### config.mk
export PLATFORM = sky130hd
export DESIGN_NAME = fwd_scoreboard_flat
export DESIGN_NICKNAME = d
export VERILOG_FILES = /design/src/rtl/fwd_scoreboard_if.sv /design/src/rtl/fwd_scoreboard.sv /design/src/flat_wrapper.sv
export SDC_FILE = /design/constraint.sdc
export NUM_CORES = 1
export LEC_CHECK = 0
export BUFFER_PORTS_ARGS = -buffer_cell sky130_fd_sc_hd__buf_2
export CAP_MARGIN = 25
export CELL_PAD_IN_SITES_DETAIL_PLACEMENT = 0
export CELL_PAD_IN_SITES_GLOBAL_PLACEMENT = 1
export CORE_MARGIN = 2
export CORE_UTILIZATION = 40
export CTS_BUF_LIST = sky130_fd_sc_hd__clkbuf_8
export CTS_CLUSTER_DIAMETER = 40
export DETAILED_ROUTE_END_ITERATION = 7
export PLACE_DENSITY_LB_ADDON = 0.12
export SYNTH_ARGS = -nofsm -noshare
export SYNTH_HDL_FRONTEND = slang
export SYNTH_SLANG_ARGS = --single-unit
### constraint.sdc
create_clock -name CLK -period 1.9 [get_ports CLK]
set_input_delay 0.38 -clock CLK [delete_from_list [all_inputs] [get_ports CLK]]
set_output_delay 0.38 -clock CLK [all_outputs]
set_load 0.05 [all_outputs]
### src/rtl/fwd_scoreboard_if.sv
// Bundle between the EX stage and the forwarding scoreboard.
// Statistics outputs exist only when FWD_SCOREBOARD_STATS_EN is defined.
interface fwd_scoreboard_if #(
  parameter int NUM_SRC = 2,
  parameter int DEPTH   = 2,
  parameter int REG_AW  = 5
);
  localparam int SELW = $clog2(DEPTH + 1);

  logic                      ex_valid;
  logic                      ex_wen;
  logic                      ex_load;
  logic [REG_AW-1:0]         ex_rd;
  logic [NUM_SRC*REG_AW-1:0] ex_rs;
  logic                      stall_in;
  logic                      flush;
  logic [NUM_SRC*SELW-1:0]   fwd_sel;
  logic [DEPTH-1:0]          fwd_stage_wen;
  logic                      stall_out;
`ifdef FWD_SCOREBOARD_STATS_EN
  logic [31:0]               stat_fwd_cnt;
  logic [31:0]               stat_stall_cnt;
`endif

  modport master (
`ifdef FWD_SCOREBOARD_STATS_EN
    input  stat_fwd_cnt, stat_stall_cnt,
`endif
    output ex_valid, ex_wen, ex_load, ex_rd, ex_rs, stall_in, flush,
    input  fwd_sel, fwd_stage_wen, stall_out
  );

  modport slave (
`ifdef FWD_SCOREBOARD_STATS_EN
    output stat_fwd_cnt, stat_stall_cnt,
`endif
    input  ex_valid, ex_wen, ex_load, ex_rd, ex_rs, stall_in, flush,
    output fwd_sel, fwd_stage_wen, stall_out
  );
endinterface

### src/rtl/fwd_scoreboard.sv
// Destination-tag scoreboard over DEPTH post-EX stages: operand forward selects and load-use stall.
// Optional counters enabled by defining FWD_SCOREBOARD_STATS_EN.
module fwd_scoreboard #(
  parameter int NUM_SRC  = 2,
  parameter int DEPTH    = 2,
  parameter int REG_AW   = 5,
  parameter int LOAD_LAT = 1
) (
  input  logic             CLK,
  input  logic             nRST,
  fwd_scoreboard_if.slave  bus
);
  localparam int SELW = $clog2(DEPTH + 1);

  logic [DEPTH-1:0]                r_valid;
  logic [DEPTH-1:0]                r_wen;
  logic [DEPTH-1:0]                r_load;
  logic [DEPTH-1:0][REG_AW-1:0]    r_rd;

  logic [DEPTH-1:0]                w_live;
  logic [NUM_SRC-1:0][DEPTH-1:0]   w_match;
  logic [NUM_SRC-1:0][SELW-1:0]    w_sel;
  logic [NUM_SRC-1:0]              w_ld_hit;
  logic                            w_stall;

  // Live entries and per-source tag matches
  always_comb begin
    w_live  = {DEPTH{1'b0}};
    w_match = {(NUM_SRC*DEPTH){1'b0}};
    for (int k = 0; k < DEPTH; k++) begin
      w_live[k] = r_valid[k] & r_wen[k] & (r_rd[k] != {REG_AW{1'b0}});
    end
    for (int j = 0; j < NUM_SRC; j++) begin
      for (int k = 0; k < DEPTH; k++) begin
        w_match[j][k] = w_live[k] & (r_rd[k] == bus.ex_rs[j*REG_AW +: REG_AW]);
      end
    end
  end

  // Priority select: walk oldest to youngest so the youngest match is left standing
  always_comb begin
    w_sel    = {(NUM_SRC*SELW){1'b0}};
    w_ld_hit = {NUM_SRC{1'b0}};
    for (int j = 0; j < NUM_SRC; j++) begin
      for (int k = DEPTH - 1; k >= 0; k--) begin
        w_sel[j]    = w_match[j][k] ? SELW'(k + 1) : w_sel[j];
        w_ld_hit[j] = w_match[j][k] ? (r_load[k] & (k < LOAD_LAT)) : w_ld_hit[j];
      end
    end
    w_stall = bus.ex_valid & (|w_ld_hit);
  end

  assign bus.fwd_sel       = w_sel;
  assign bus.fwd_stage_wen = w_live;
  assign bus.stall_out     = w_stall;

  // Stage shift register: freeze beats flush/stall, which both inject a bubble
  always_ff @(posedge CLK or negedge nRST) begin
    if (!nRST) begin
      r_valid <= {DEPTH{1'b0}};
      r_wen   <= {DEPTH{1'b0}};
      r_load  <= {DEPTH{1'b0}};
      r_rd    <= {(DEPTH*REG_AW){1'b0}};
    end else if (bus.stall_in) begin
      r_valid <= r_valid;
      r_wen   <= r_wen;
      r_load  <= r_load;
      r_rd    <= r_rd;
    end else begin
      for (int k = DEPTH - 1; k >= 1; k--) begin
        r_valid[k] <= r_valid[k-1];
        r_wen[k]   <= r_wen[k-1];
        r_load[k]  <= r_load[k-1];
        r_rd[k]    <= r_rd[k-1];
      end
      if (bus.flush || w_stall) begin
        r_valid[0] <= 1'b0;
        r_wen[0]   <= 1'b0;
        r_load[0]  <= 1'b0;
        r_rd[0]    <= {REG_AW{1'b0}};
      end else begin
        r_valid[0] <= bus.ex_valid;
        r_wen[0]   <= bus.ex_wen;
        r_load[0]  <= bus.ex_load;
        r_rd[0]    <= bus.ex_rd;
      end
    end
  end

`ifdef FWD_SCOREBOARD_STATS_EN
  logic [31:0] r_fwd_cnt;
  logic [31:0] r_stall_cnt;
  logic        w_fwd_evt;
  logic        w_stall_evt;

  assign w_fwd_evt   = ~bus.stall_in & bus.ex_valid & ~w_stall & (|w_sel);
  assign w_stall_evt = ~bus.stall_in & w_stall;

  // Saturating event counters
  always_ff @(posedge CLK or negedge nRST) begin
    if (!nRST) begin
      r_fwd_cnt   <= 32'd0;
      r_stall_cnt <= 32'd0;
    end else begin
      if (w_fwd_evt && (r_fwd_cnt != 32'hFFFF_FFFF)) begin
        r_fwd_cnt <= r_fwd_cnt + 32'd1;
      end else begin
        r_fwd_cnt <= r_fwd_cnt;
      end
      if (w_stall_evt && (r_stall_cnt != 32'hFFFF_FFFF)) begin
        r_stall_cnt <= r_stall_cnt + 32'd1;
      end else begin
        r_stall_cnt <= r_stall_cnt;
      end
    end
  end

  assign bus.stat_fwd_cnt   = r_fwd_cnt;
  assign bus.stat_stall_cnt = r_stall_cnt;
`endif
endmodule

### src/flat_wrapper.sv
// flat-port wrapper written by rule: the top's interface ports become plain ports
module fwd_scoreboard_flat 
#(
  parameter int NUM_SRC  = 2,
  parameter int DEPTH    = 2,
  parameter int REG_AW   = 5,
  parameter int LOAD_LAT = 1
)
  (CLK, nRST, bus_ex_valid, bus_ex_wen, bus_ex_load, bus_ex_rd, bus_ex_rs, bus_stall_in, bus_flush, bus_fwd_sel, bus_fwd_stage_wen, bus_stall_out);
  fwd_scoreboard_if #(.NUM_SRC(NUM_SRC), .DEPTH(DEPTH), .REG_AW(REG_AW)) bus_i ();
  input  logic CLK;
  input  logic nRST;
  input wire logic [$bits(bus_i.ex_valid)-1:0] bus_ex_valid;
  input wire logic [$bits(bus_i.ex_wen)-1:0] bus_ex_wen;
  input wire logic [$bits(bus_i.ex_load)-1:0] bus_ex_load;
  input wire logic [$bits(bus_i.ex_rd)-1:0] bus_ex_rd;
  input wire logic [$bits(bus_i.ex_rs)-1:0] bus_ex_rs;
  input wire logic [$bits(bus_i.stall_in)-1:0] bus_stall_in;
  input wire logic [$bits(bus_i.flush)-1:0] bus_flush;
  output wire logic [$bits(bus_i.fwd_sel)-1:0] bus_fwd_sel;
  output wire logic [$bits(bus_i.fwd_stage_wen)-1:0] bus_fwd_stage_wen;
  output wire logic [$bits(bus_i.stall_out)-1:0] bus_stall_out;
  assign bus_i.ex_valid = bus_ex_valid;
  assign bus_i.ex_wen = bus_ex_wen;
  assign bus_i.ex_load = bus_ex_load;
  assign bus_i.ex_rd = bus_ex_rd;
  assign bus_i.ex_rs = bus_ex_rs;
  assign bus_i.stall_in = bus_stall_in;
  assign bus_i.flush = bus_flush;
  assign bus_fwd_sel = bus_i.fwd_sel;
  assign bus_fwd_stage_wen = bus_i.fwd_stage_wen;
  assign bus_stall_out = bus_i.stall_out;
  fwd_scoreboard #(.NUM_SRC(NUM_SRC), .DEPTH(DEPTH), .REG_AW(REG_AW), .LOAD_LAT(LOAD_LAT)) u_core (.CLK(CLK), .nRST(nRST), .bus(bus_i));
endmodule
-- After elaboration in Yosys (flattened, before gate mapping)
Cells that the tools add are included.
- word-level logic and storage cells: 32
- output and inout bits: 7
- bits of input ports: 22
- bits in registers: 15
- equality and inequality tests: 4
- bitwise gates (word level): 9
- muxes and demuxes: 10
- reductions and logical operators: 4
- operator list (kind ; count):
    5-bit equality test ; 4
    5-bit nonzero test ; 2
    1-bit AND ; 9
    2-bit two-way mux ; 4
    1-bit two-way mux ; 5
    5-bit two-way mux ; 1
    2-bit OR reduction ; 1
    1-bit logical OR ; 1

-- Depth between registers and ports, before layout
- depth in word-level cells: 8
- gate-level depth with buffers: 6

-- Worst setup path before layout
Ideal clock, no wire load.
- path type: flip-flop to output port
- start: register u_core.r_rd[3] in the netlist's numbering
- end: output bus_fwd_sel[1]
- data required time: 1.520 ns
- path buffers: 0
- data arrival time: 2.995 ns
- slack: -1.475 ns
- stages on the path, launching flop included: 5
- cell sequence: dfrtp_1 or4_1 o211ai_2 nor2_1 nor4_1
- cells in the longest elaborated chain, start to end: 4
- elaborated cells between the ends (all ways): 5
- classes of those cells: eq/ne: 1; mux: 1; bitwise: 2; reduce/logical: 1
- RTL lines (item ; line ; source):
    start, declared ; fwd_scoreboard.sv:18 ; logic [DEPTH-1:0][REG_AW-1:0] r_rd;
    start signal, assigned ; fwd_scoreboard.sv:63 ; r_rd <= {(DEPTH*REG_AW){1'b0}};
    start signal, assigned ; fwd_scoreboard.sv:68 ; r_rd <= r_rd;
    start signal, assigned by index ; fwd_scoreboard.sv:74 ; r_rd[k] <= r_rd[k-1];
    5-bit nonzero test ; fwd_scoreboard.sv:31 ; w_live[k] = r_valid[k] & r_wen[k] & (r_rd[k] != {REG_AW{1'b0}});
    1-bit AND ; fwd_scoreboard.sv:31 ;
    1-bit AND (*) ; fwd_scoreboard.sv:35 ; w_match[j][k] = w_live[k] & (r_rd[k] == bus.ex_rs[j*REG_AW +: REG_AW]);
    2-bit two-way mux (*) ; fwd_scoreboard.sv:46 ; w_sel[j] = w_match[j][k] ? SELW'(k + 1) : w_sel[j];
    end, declared ; flat_wrapper.sv:20 ; output wire logic [$bits(bus_i.fwd_sel)-1:0] bus_fwd_sel;
Every way passes the cells marked *; elsewhere a longest branch is shown, timed or not.

-- Worst setup path after layout
- start: register u_core.r_rd[4] in the netlist's numbering
- end: output bus_fwd_sel[1]
Same word-level chain as after synthesis.

==> results.md <==
- Core area: 0.00225 sq mm
- Max-cap violation count: 0
- Hold_ws: 0.0233 ns
- Register area share after synthesis: 38.8%
- Fin. max-slew vios: 0
- Vias: 824
- IO Port Bufs: 28
- CP Class: reg -> out
- Layout Cells excl Fill: 164
- Ys Warns: 0
- Post-DRT Antenna Nets: 0
- Worst Setup Start Kind: flop
- Crit share post-route: 117%
- Fill count: 199
- CP peak stage delay: 0.55 ns
- Dominant synthesized flop cell: dfrtp_1
- Internal Power: 0.624 mW
- Layout Nets: 159
- Most area-hungry cell type in the Yosys netlist: dfrtp_1
- Crit Path Max Fanout: 3
- VDD IR max: 0.000553 V
- Most frequent cell after synthesis: dfrtp_1
- Psw: 0.265 mW
- Initial antenna violation count: 0
- Slew HR: 60.4%
- Gr usage total: 18.8%
- Die width: 53.2 um
- Slew at the pin with the worst max-slew slack: 0.594 ns
- Remaining DRCs: 0
- Area Overhead vs Synth: 54.1%
- Commonest cells post-synth: dfrtp_1, nand2_1, xnor2_1, xor2_1
- Ys async rst share: 100%
- Die area: 0.00283 sq mm
- WP buf/inv: 1
- Unrepaired setup endpoints after global routing: yes
- Die height: 53.2 um
- CTS tree: built
- First-pass DRT Iterations: 3
- Worst Skew: 0.00253 ns
- Row Count: 17
- Total power: 0.890 mW
- Clock group share of total power: 29.1%
- Share of total power in combinational logic: 28.9%
- Data arrival, critical path: 1.85 ns
- Synth area leaders: dfrtp_1, o41ai_2, xnor2_1
- Post-synth EDFFs: 0
- Syn nets: 112
- Placed Cells incl. Taps: 157
- Initial DRC Count: 8
- Failing checks: setup timing
- Sequential power share: 42.1%
- Number of synthesized register bits: 15
- Vias in the first global route: 822
- Wire length per cell: 13.6 um
- Power per cell area: 597 mW/mm^2
- Endpoint class of the critical path: output pin
- WP data required: 1.52 ns
- Worst-path cell chain: or4_4, o211ai_4, nor2_4, nor4_4, buf_6
- First-pass GRT wire length: 3.68 mm
- Fmax: 449 MHz
- Sink Count: 15
- Crit path max-delay family: simple AND/OR/NAND/NOR gates
- Sw frac: 29.8%
- Gp weighted congestion: 0.713
- Layout cells sized above 1: 55.9%
- H-tree Lvls: 1
- Top-area cell type share of the netlist area: 38.8%
- Overflow after GRT: 0
- Clock-pin slew on the worst setup and hold paths: 0.06 ns
- Post-Syn Area: 967 sq um
- Starting Density: 42.9%
- Minimum clock period: 2.23 ns
- Synth Instances: 90
- Vias per cell: 5.02
- CP max stage cell: or4_4
- Hold WC Path Type: in -> async
- Leakage Power: 0.707 nW
- Clk_lat worst skew: 0.25 ns
- CTS Buffer Depth: 2
- Worst slack, placed: -0.184 ns
- Avg Synthesized Cell Area: 10.7 sq um
- Largest net degree at the start of global routing: 24
- WL final: 2.23 mm
- Ports: 29
- Root Driver: clkbuf_8
- Num CTS Buffers: 3
- Synth cell types: 22
- Ant. Diodes: 0
- Status: finished, violations left
- Final WS setup: -0.328 ns
- Fin. Hold Viols: 0
- Final setup viols: 8
- Dpl hpwl: 1.80 mm
==> metal layers <==
layer | vias up | wire length [um] | global-route usage [%]
met5 | - | 0 | 0
met4 | 0 | 44 | 10.3
met3 | 5 | 97 | 2.54
met2 | 23 | 1160 | 33.1
met1 | 387 | 923 | 21.9
li1 | 409 | - | -
==> repair_timing <==
action	4_1_cts	5_1_grt
pin swaps	5	3
hold buffers	0	0
setup endpoints to repair	14	14
gates resized for setup	20	6
buffers inserted	3	0
gates cloned	0	0
==> area by class of cell <==
cell class              count  area, sq um  share of cell area [%]
flip-flops and latches     15          375                    25.2
clock inverters             1         5.00                   0.336
repair buffers             45          330                    22.2
well taps                  28         35.0                    2.35
multi-input cells          63          669                    44.9
inverters                   9         33.8                    2.27
clock buffers               3         41.3                    2.77
==> sequential cells by signal, summed over array words and instances, names as in the netlist <==
register        cells
u_core.r_wen        2
u_core.r_rd        10
u_core.r_load       1
u_core.r_valid      2
==> cell usage in the layout (no fill, tap or decap), drive strengths merged <==
cell type and instances:
nor3 2, buf 45, or4 2, clkinv 1
xnor2 10, dfrtp 15, o211ai 2, nor2 3
nor4 2, inv 9, o41ai 7, a21oi 2
mux2 7, o21ai 1, clkbuf 3, nand3 3
nand4 2, nand2 10, xor2 10
==> per-stage QoR <==
stage / area [sq um] / util, % / TNS, ns
floorplan: 1020 / - / -1.44
global placement: 1290 / 57.2 / -0.458
detailed placement: 1290 / 57.2 / -0.921
CTS: 1450 / 64.1 / -1.92
global route: 1490 / 66.1 / -2.72
finish: 1490 / 66.1 / -1.77
==> path summary, 6_finish.rpt <==
kind	from	endpoint	slack, ns	cells past startpoint
hold reg to reg	u_core.r_wen[1]	u_core.r_wen[1]	0.51	1
min in group CLK	bus_ex_valid	u_core.r_valid[0]	0.39	3
max in group asynchronous	nRST	u_core.r_valid[0]	1.62	1
setup / recovery	u_core.r_rd[4]	bus_fwd_sel[1]	-0.33	5
hold / removal	nRST	u_core.r_rd[1]	0.02	1
setup reg to reg	u_core.r_rd[4]	u_core.r_rd[3]	-0.02	7
==> power groups by stage <==
| stage | Combinational, mW | Sequential, mW | Clock [mW] |
|---|---|---|---|
| after global routing | 0.278 | 0.378 | 0.288 |
| after detailed placement | 0.233 | 0.380 | 0 |
| after CTS | 0.251 | 0.374 | 0.268 |
| after floorplan | 0.133 | 0.384 | 0 |
| after global placement | 0.227 | 0.380 | 0 |
| final | 0.257 | 0.374 | 0.259 |
==> worst register-to-register path, delay by kind of cell (launching register included) <==
family,cells,cell delay (ns)
buffers and inverters,2,0.24
AND/OR/NAND/NOR,2,0.65
flip-flops,1,0.37
AO/OA/AOI/OAI,3,0.54
==> logic make-up after synthesis <==
kind of cell	count (synthesis)	share of synthesized area, %
DFF	15	38.8
xor gates and xnor gates	20	18.1
AOI/OAI and AO/OA	12	16.6
buffers and inverters	12	5.05
muxes	7	8.15
and+or+nand+nor	24	13.3
No activity file was read; power rests on OpenSTA's default activity.
